`config.mk`:
```
export PLATFORM = sky130hd
export DESIGN_NAME = param_rr_router
export DESIGN_NICKNAME = d
export VERILOG_FILES = /design/src/rtl/param_rr_router.sv
export SDC_FILE = /design/constraint.sdc
export NUM_CORES = 1
export LEC_CHECK = 0
export ABC_AREA = 1
export CORE_MARGIN = 1
export CORE_UTILIZATION = 55
export DETAILED_ROUTE_END_ITERATION = 7
export GPL_ROUTABILITY_DRIVEN = 0
export PLACE_DENSITY_LB_ADDON = 0.1
export SKIP_LAST_GASP = 1
export SYNTH_ARGS = -nofsm -noshare
export SYNTH_HDL_FRONTEND = slang
export SYNTH_SLANG_ARGS = --single-unit
```
`constraint.sdc`:
```
create_clock -name clk -period 12.54 [get_ports clk]
set_clock_uncertainty 0.1 [all_clocks]
set_input_delay 2.508 -clock clk [delete_from_list [all_inputs] [get_ports clk]]
set_output_delay 2.508 -clock clk [all_outputs]
set_load 0.01 [all_outputs]
```
`src/rtl/param_rr_router.sv`:
```
// Parameterised flit router: per-input FIFOs, table-driven routing, one
// round-robin arbiter and output register per port, windowed activity counter.
module param_rr_router #(
    parameter int NPORTS = 5,
    parameter int FLIT_W = 32,
    parameter int ADDR_W = 4,
    parameter int DEPTH = 4,
    parameter logic [3*(2**ADDR_W)-1:0] ROUTE_TABLE = '0,
    parameter int SAMPLE_W = 10,
    parameter int CNT_W = 20
) (
    input  logic                       clk,
    input  logic                       reset,
    input  logic [NPORTS-1:0]          in_valid,
    output logic [NPORTS-1:0]          in_ready,
    input  logic [NPORTS*FLIT_W-1:0]   in_data,
    output logic [NPORTS-1:0]          out_valid,
    input  logic [NPORTS-1:0]          out_ready,
    output logic [NPORTS*FLIT_W-1:0]   out_data,
    output logic [CNT_W-1:0]           flit_count,
    output logic                       count_update,
    output logic [NPORTS-1:0]          drop
);
    localparam int AW = $clog2(DEPTH);
    localparam int PW = $clog2(NPORTS);
    localparam int SUM_W = CNT_W + 4;
    localparam logic [3:0] NP = 4'(NPORTS);
    localparam logic [AW:0] FULL = (AW+1)'(DEPTH);
    localparam logic [CNT_W-1:0] CNT_MAX = '1;

    logic [FLIT_W-1:0] mem [NPORTS][DEPTH];
    logic [AW-1:0]     wr_ptr [NPORTS];
    logic [AW-1:0]     rd_ptr [NPORTS];
    logic [AW:0]       occ [NPORTS];
    logic [FLIT_W-1:0] head [NPORTS];
    logic [2:0]        route [NPORTS];
    logic [PW-1:0]     rr_ptr [NPORTS];
    logic [PW-1:0]     winner [NPORTS];
    logic [NPORTS-1:0] push, pop, head_ok, granted, any_gnt;

    logic [3:0]          accepts;
    logic [SUM_W-1:0]    sum;
    logic [CNT_W-1:0]    total, running;
    logic [SAMPLE_W-1:0] win_cnt;

    // Head decode; an illegal route is discarded in the cycle it is seen.
    always_comb begin
        for (int p = 0; p < NPORTS; p++) begin
            head[p]     = mem[p][rd_ptr[p]];
            route[p]    = ROUTE_TABLE[int'(head[p][ADDR_W-1:0]) * 3 +: 3];
            in_ready[p] = (occ[p] != FULL);
            push[p]     = in_valid[p] & in_ready[p];
            head_ok[p]  = (occ[p] != '0) && ({1'b0, route[p]} < NP);
            drop[p]     = (occ[p] != '0) && !({1'b0, route[p]} < NP);
        end
    end

    always_comb begin
        int idx;
        idx = 0;
        granted = '0;
        any_gnt = '0;
        for (int o = 0; o < NPORTS; o++) begin
            winner[o] = '0;
            for (int k = 0; k < NPORTS; k++) begin
                idx = int'(rr_ptr[o]) + k;
                if (idx >= NPORTS) idx = idx - NPORTS;
                if ((!out_valid[o] || out_ready[o]) && !any_gnt[o] &&
                    head_ok[idx] && route[idx] == 3'(o)) begin
                    any_gnt[o] = 1'b1;
                    winner[o]  = PW'(idx);
                end
            end
            if (any_gnt[o]) granted[winner[o]] = 1'b1;
        end
    end

    assign pop = granted | drop;

    always_ff @(posedge clk or posedge reset) begin
        if (reset) begin
            for (int p = 0; p < NPORTS; p++) begin
                wr_ptr[p] <= '0;
                rd_ptr[p] <= '0;
                occ[p]    <= '0;
            end
        end else begin
            for (int p = 0; p < NPORTS; p++) begin
                if (push[p]) wr_ptr[p] <= wr_ptr[p] + 1'b1;
                if (pop[p])  rd_ptr[p] <= rd_ptr[p] + 1'b1;
                case ({push[p], pop[p]})
                    2'b10:   occ[p] <= occ[p] + 1'b1;
                    2'b01:   occ[p] <= occ[p] - 1'b1;
                    default: occ[p] <= occ[p];
                endcase
            end
        end
    end

    // Flit storage needs no reset; validity lives in the pointers.
    always_ff @(posedge clk) begin
        for (int p = 0; p < NPORTS; p++)
            if (push[p]) mem[p][wr_ptr[p]] <= in_data[p*FLIT_W +: FLIT_W];
    end

    always_ff @(posedge clk or posedge reset) begin
        if (reset) begin
            out_valid <= '0;
            out_data  <= '0;
            for (int o = 0; o < NPORTS; o++) rr_ptr[o] <= '0;
        end else begin
            for (int o = 0; o < NPORTS; o++) begin
                if (any_gnt[o]) begin
                    out_valid[o] <= 1'b1;
                    out_data[o*FLIT_W +: FLIT_W] <= head[winner[o]];
                    rr_ptr[o] <= (winner[o] == PW'(NPORTS - 1)) ? '0 : winner[o] + 1'b1;
                end else if (out_ready[o]) begin
                    out_valid[o] <= 1'b0;
                end
            end
        end
    end

    // Running total includes the current cycle so last-cycle flits are kept.
    always_comb begin
        accepts = '0;
        for (int p = 0; p < NPORTS; p++) accepts = accepts + 4'(push[p]);
        sum   = SUM_W'(running) + SUM_W'(accepts);
        total = (sum > SUM_W'(CNT_MAX)) ? CNT_MAX : sum[CNT_W-1:0];
    end

    always_ff @(posedge clk or posedge reset) begin
        if (reset) begin
            win_cnt      <= '0;
            running      <= '0;
            flit_count   <= '0;
            count_update <= 1'b0;
        end else begin
            win_cnt      <= win_cnt + 1'b1;
            count_update <= &win_cnt;
            if (&win_cnt) begin
                flit_count <= total;
                running    <= '0;
            end else begin
                running <= total;
            end
        end
    end
endmodule

```
==> summary.md <==
| Metric | Value |
|---|---|
| Dpl hpwl | 53.5 mm |
| Clk buf depth | 3 |
| Synth top area share | 58.8% |
| Crit path launch | in_valid[0] |
| Slew at the pin closest to its max-slew limit | 1.13 ns |
| Crit path largest cell delay | 0.70 ns |
| Stages on the worst setup path | 23 |
| CTS H-tree lvls | 3 |
| All-layer global routing usage | 27.1% |
| Cell taking the most area after synthesis | edfxtp_1 |
| Hold slack | 0.354 ns |
| Overflow left after global routing | 0 |
| CTS root buf | clkbuf_16 |
| Number of global-route vias before repair | 20.6k |
| Flop-to-flop setup slack | 6.20 ns |
| Die H | 246 um |
| CP Buf/Inv Count | 7 |
| Post-CTS sizing | 0 |
| F_max | 0.133 GHz |
| Yosys warning count | 0 |
| Slew HR | 24.5% |
| Starting density of the core | 56.2% |
| Placed inst area | 35100 um2 |
| Final setup vio count | 0 |
| Routed vias/inst | 5.65 |
| Clock Pin Slew Worst Setup and Hold Paths | 0.06 ns |
| Cells on worst reg2reg path | 23 |
| Post-synth EDFFs | 640 |
| RSZ-0062 raised after global routing | false |
| Initial DRC Count | 2218 |
| CTS tree | built |
| Hold path cells | 1 |
| CP Data Arrival Time | 7.95 ns |
| Core box area | 58100 um2 |
| Die Wd | 246 um |
| Final period util | 60.0% |
| # IOs | 368 |
| Inserted Clock Buffers | 77 |
| Most used cell, CP | inv_1 |
| Layout cell share with drive strength beyond 1 | 6.82% |
| Async SR Flop Fraction | 16.0% |
| Clk sinks | 762 |
| Drt first pass iters | 5 |
| Top cells by area, synth | edfxtp_1 (59%), dfrtp_1 (9.3%), o21ai_0 (4.8%) |
| Post CTS Setup Buffer Count | 0 |
| # port buffers | 226 |
| DRT Wirelength | 81.7 mm |
| Worst hold-check path type | reg2reg |
| Mean Syn Cell Area | 11.7 um2 |
| Area grow syn2layout | 14.9% |
| Dominant synthesized flop cell | edfxtp_1 |
| Worst R2R Start | rr_ptr[12]$_DFFE_PP0N_ |
| Crit path launch type | input port |
| Clk Latency, worst-skew pair | 0.62 ns |
| Final instance area | 37500 um2 |
| Max-slew violations | 0 |
| Critical path's top delay family | simple AND/OR/NAND/NOR gates |
| Max Fanout on Critical Path | 14 |
| Status | complete, no violations |
| Rows | 88 |
| Routed Antenna Nets | 0 |
| Cell Chain, Critical Path | clkdlybuf4s50_1, nand2_1, inv_1, fa_1, inv_1, fa_1, inv_1, ha_1, fa_1, nand2_1, a21oi_1, nand2_1, nor4_2, nand4_1, nor2_1, nand2_1, nor2_1, inv_1, nor3_2, inv_1, o21ai_0, inv_1, o21ai_1 |
| Worst r2r dst | occ[7]$_DFFE_PP0P_ |
| Slowest cell on the critical path | nor3_2 |
| Pin count of the biggest net entering global routing | 81 |
| WL/cell | 21.3 um |
| Top cells by instance count after synthesis | edfxtp_1 (640), nor2_1 (409), nand2_1 (350) |
| Initial antenna violation count | 6 |
| Req. time, crit path | 12.96 ns |
| Min Tclk post-route | 7.53 ns |
| Seq cells post-synth | 762 |
| Die Area | 60400 um2 |
| Max-Cap Viols | 0 |
| DRC | 0 |
| Vias | 21.6k |
| # hold bufs at CTS | 0 |
| CP endpoint kind | register |
| First-pass GRT wire length | 121 mm |
| Final hold vios | 0 |
| Cell Area, Synth | 32700 um2 |
| Worst Setup EP | flit_count[8]$_DFFE_PP0P_ |
| Post-synthesis sequential area ratio | 68.2% |
| Mapped Cells | 2802 |
| Crit path kind | in2reg |
| Nets | 3226 |
| Synth cell types | 44 |
| TNS Setup | 0 ns |
| Top-count cell post-synth | edfxtp_1 |
-- per-layer routing --
metal  track usage (%)  up-vias  part of all wire, %
met4              9.74        6                  2.9
met5              1.06        -                 0.13
met2              42.7      881                   48
met3              5.86      136                  9.0
met1              37.2    10635                   40
li1                  -     9974                    -
-- state kept, by name (all words and copies together) (netlist names) --
signal / count
rd_ptr: 10
occ: 15
win_cnt: 10
out_valid: 1
wr_ptr: 10
flit_count: 20
running: 20
count_update: 1
mem: 640
rr_ptr: 3
out_data: 32
-- cell families (layout without fill, tap and decap cells) --
family                   count (synthesis)  count (layout)  synth area share (%)
AND/OR/NAND/NOR                        973             973                  12.4
buffers and inverters                  418             544                  6.63
flip-flops                             762             762                  68.2
XOR/XNOR                                34              34                 0.912
AO/OA/AOI/OAI                          562             562                  9.63
other                                    1             140                0.0115
adder cells (fa/ha/maj)                 52              52                  2.18
-- worst min path at each step --
stage / end / slack, ns / from
3_3_place_gp: win_cnt[0]$_DFF_PP0_ / 0.33 / win_cnt[0]$_DFF_PP0_
4_1_cts: win_cnt[0]$_DFF_PP0_ / 0.36 / win_cnt[0]$_DFF_PP0_
3_5_place_dp: win_cnt[0]$_DFF_PP0_ / 0.35 / win_cnt[0]$_DFF_PP0_
5_1_grt: win_cnt[0]$_DFF_PP0_ / 0.38 / win_cnt[0]$_DFF_PP0_
6_report: win_cnt[0]$_DFF_PP0_ / 0.35 / win_cnt[0]$_DFF_PP0_
2_1_floorplan: win_cnt[0]$_DFF_PP0_ / 0.32 / win_cnt[0]$_DFF_PP0_
-- metrics by stage --
stage	util, %	setup WS (ns)	instances
after global routing	64.5	4.53	3832
after detailed placement	60.3	4.37	3688
final	64.5	5.01	3832
after CTS	64.5	5.02	3829
after global placement	60.3	4.48	3688
after floorplan	-	6.48	2938
-- area by class of cell --
class	instances	area (um2)
Fill cell	4449	20600
Antenna cell	3	7.51
Multi-Input combinational cell	1758	8780
Clock inverter	37	319
Inverter	141	534
Timing Repair Buffer	262	2530
Sequential cell	762	22300
Clock buffer	104	2110
Tap cell	765	957
-- cells in the final DEF (no fill, tap or decap), types with 3 or more instances in the layout --
cell type          n
ha_1              44
o21ai_0          312
inv_2              5
diode_2            3
xor2_1            26
clkdlybuf4s50_1  226
or2_2             10
bufinv_16          5
nand2_4            3
a21oi_1           48
fa_1               8
nand4_1           12
a31oi_1            5
clkbuf_8           4
nor2_1           389
clkinv_1          17
nand3_1          142
o22ai_1          133
nor2_2            26
clkbuf_16         79
nand3_2            4
nand2_2           12
nor3_1            11
nand3b_1           5
inv_1            134
conb_1           137
buf_4             36
dfrtp_1          122
clkbuf_1          21
o21ai_1           30
inv_6              4
a32o_1            27
xnor2_1            8
nand2_1          350
clkinv_2          11
edfxtp_1         640
Power is left out: the tool's default activity adds up to more than one toggle a clock period on the data nets, which glitch-free logic cannot reach.
==> variant, RTL diff (same flow settings) <==
Register the output `count_update` once more; this adds one clock of latency there. The other outputs are not delayed to match.
--- a/src/rtl/param_rr_router.sv
+++ b/src/rtl/param_rr_router.sv
@@ -27,6 +27,8 @@
     localparam logic [3:0] NP = 4'(NPORTS);
     localparam logic [AW:0] FULL = (AW+1)'(DEPTH);
     localparam logic [CNT_W-1:0] CNT_MAX = '1;
+
+    logic count_update_s0;
 
     logic [FLIT_W-1:0] mem [NPORTS][DEPTH];
     logic [AW-1:0]     wr_ptr [NPORTS];
@@ -134,10 +136,10 @@
             win_cnt      <= '0;
             running      <= '0;
             flit_count   <= '0;
-            count_update <= 1'b0;
+            count_update_s0 <= 1'b0;
         end else begin
             win_cnt      <= win_cnt + 1'b1;
-            count_update <= &win_cnt;
+            count_update_s0 <= &win_cnt;
             if (&win_cnt) begin
                 flit_count <= total;
                 running    <= '0;
@@ -146,5 +148,9 @@
             end
         end
     end
+    always_ff @(posedge clk) begin
+        count_update <= count_update_s0;
+    end
+
 endmodule
 
Check against the original RTL: not settled (the Yosys comparison gave no result); the edit may change what the design does.
==> variant against the unedited design <==
- global-route usage fell by 0.30 points
- synthesized area barely moved
- sequential cell count rose by 1
- wire length fell by 1.1%
- worst setup slack improved by 0.22 ns
- final area barely moved
- highest routed layer is now met4
Power is left out: the tool's default activity adds up to more than one toggle a clock period on the data nets, which glitch-free logic cannot reach.
==> variant: results (changes against the unedited design) <==
| Metric | Value |
|---|---|
| Largest net degree at the start of global routing | `80 (was 81)` |
| Sequential area share after synthesis | `0.682 (about the same)` |
| WL final | `80800 um (was 81700 um)` |
| Worst-Margin Slew | `1.19 ns (was 1.13 ns)` |
| Filler cell count | `4422 (was 4449)` |
| FF-to-FF End | `occ[11] (was occ[7])` |
| Largest cells by area after synthesis | `edfxtp_1, dfrtp_1, o21ai_0 (unchanged)` |
| Status | `finished clean (unchanged)` |
| Drt first pass iters | `5 (unchanged)` |
| Vias | `21600 (about the same)` |
| R2R depth | `25 (was 23)` |
| Hold Path Depth | `0 (was 1)` |
| Fraction of layout instances using a drive strength above 1 | `0.0717 (was 0.0682)` |
| Worst path slowest cell | `nor3_2 (unchanged)` |
| DR iter-0 viols | `2116 (was 2218)` |
| Initial antenna violation count | `3 (was 6)` |
| WP data arrival | `7.76 ns (was 7.95 ns)` |
| Async SR Flop Fraction | `0.160 (about the same)` |
| Vias in the first global route | `20400 (was 20600)` |
| GRT Util Overall | `0.268 (was 0.271)` |
| FF-to-FF setup slack | `6.75 ns (was 6.20 ns)` |
| Worst Setup EP | `running[16] (was flit_count[8])` |
| First-pass GRT wire length | `121000 um (about the same)` |
| Net total in the final layout | `3229 (was 3226)` |
| Critical path's largest stage delay | `0.66 ns (was 0.70 ns)` |
| Synth cell types | `45 (was 44)` |
[variant: cell count changes after synthesis]
cell,change
dfxtp_1,+1
[variant: layout make-up]
cell class                      count  area [um2]  share of cell area
Timing Repair Buffer              264        2550              0.0678
Multi-Input combinational cell   1758        8780               0.234
Tap cell                          765         957              0.0255
Inverter                          141         534              0.0142
Antenna cell                        2        5.00            0.000133
Clock buffer                      105        2180              0.0580
Sequential cell                   763       22300               0.594
Clock inverter                     37         253             0.00673
[variant: per-stage QoR]
stage	cells	setup WS, ns	instance area [um2]	utilization	hold slack [ns]
3_5_place_dp	3691	4.57	35100	0.603	0.232
5_1_grt	3834	4.56	37500	0.645	0.252
2_1_floorplan	2939	6.48	33200	-	0.224
6_report	3835	5.23	37500	0.645	0.243
4_1_cts	3833	5.20	37500	0.645	0.246
3_3_place_gp	3691	4.62	35100	0.603	0.227
[variant: cells by family after synthesis]
group,synth area share
adders and majority gates,0.0217
AOI/OAI and AO/OA,0.0962
DFF,0.682
and+or+nand+nor,0.124
buffers and inverters,0.0662
other,0.000115
xor gates and xnor gates,0.00911
[variant: layer usage]
| layer | part of all wire | vias to the layer above | global-route usage |
|---|---|---|---|
| met2 | 0.48 | 900 | 0.424 |
| met1 | 0.41 | 10500 | 0.378 |
| met4 | 0.034 | 0 | 0.0934 |
| met5 | 0 | - | 0 |
| met3 | 0.078 | 142 | 0.0442 |
| li1 | - | 9997 | - |
[variant: how the worst min path moves through the flow]
stage	startpoint	end	slack, ns
floorplan	count_update_s0	count_update	0.22
global placement	count_update_s0	count_update	0.23
detailed placement	count_update_s0	count_update	0.23
CTS	count_update_s0	count_update	0.25
global route	count_update_s0	count_update	0.25
finish	count_update_s0	count_update	0.24
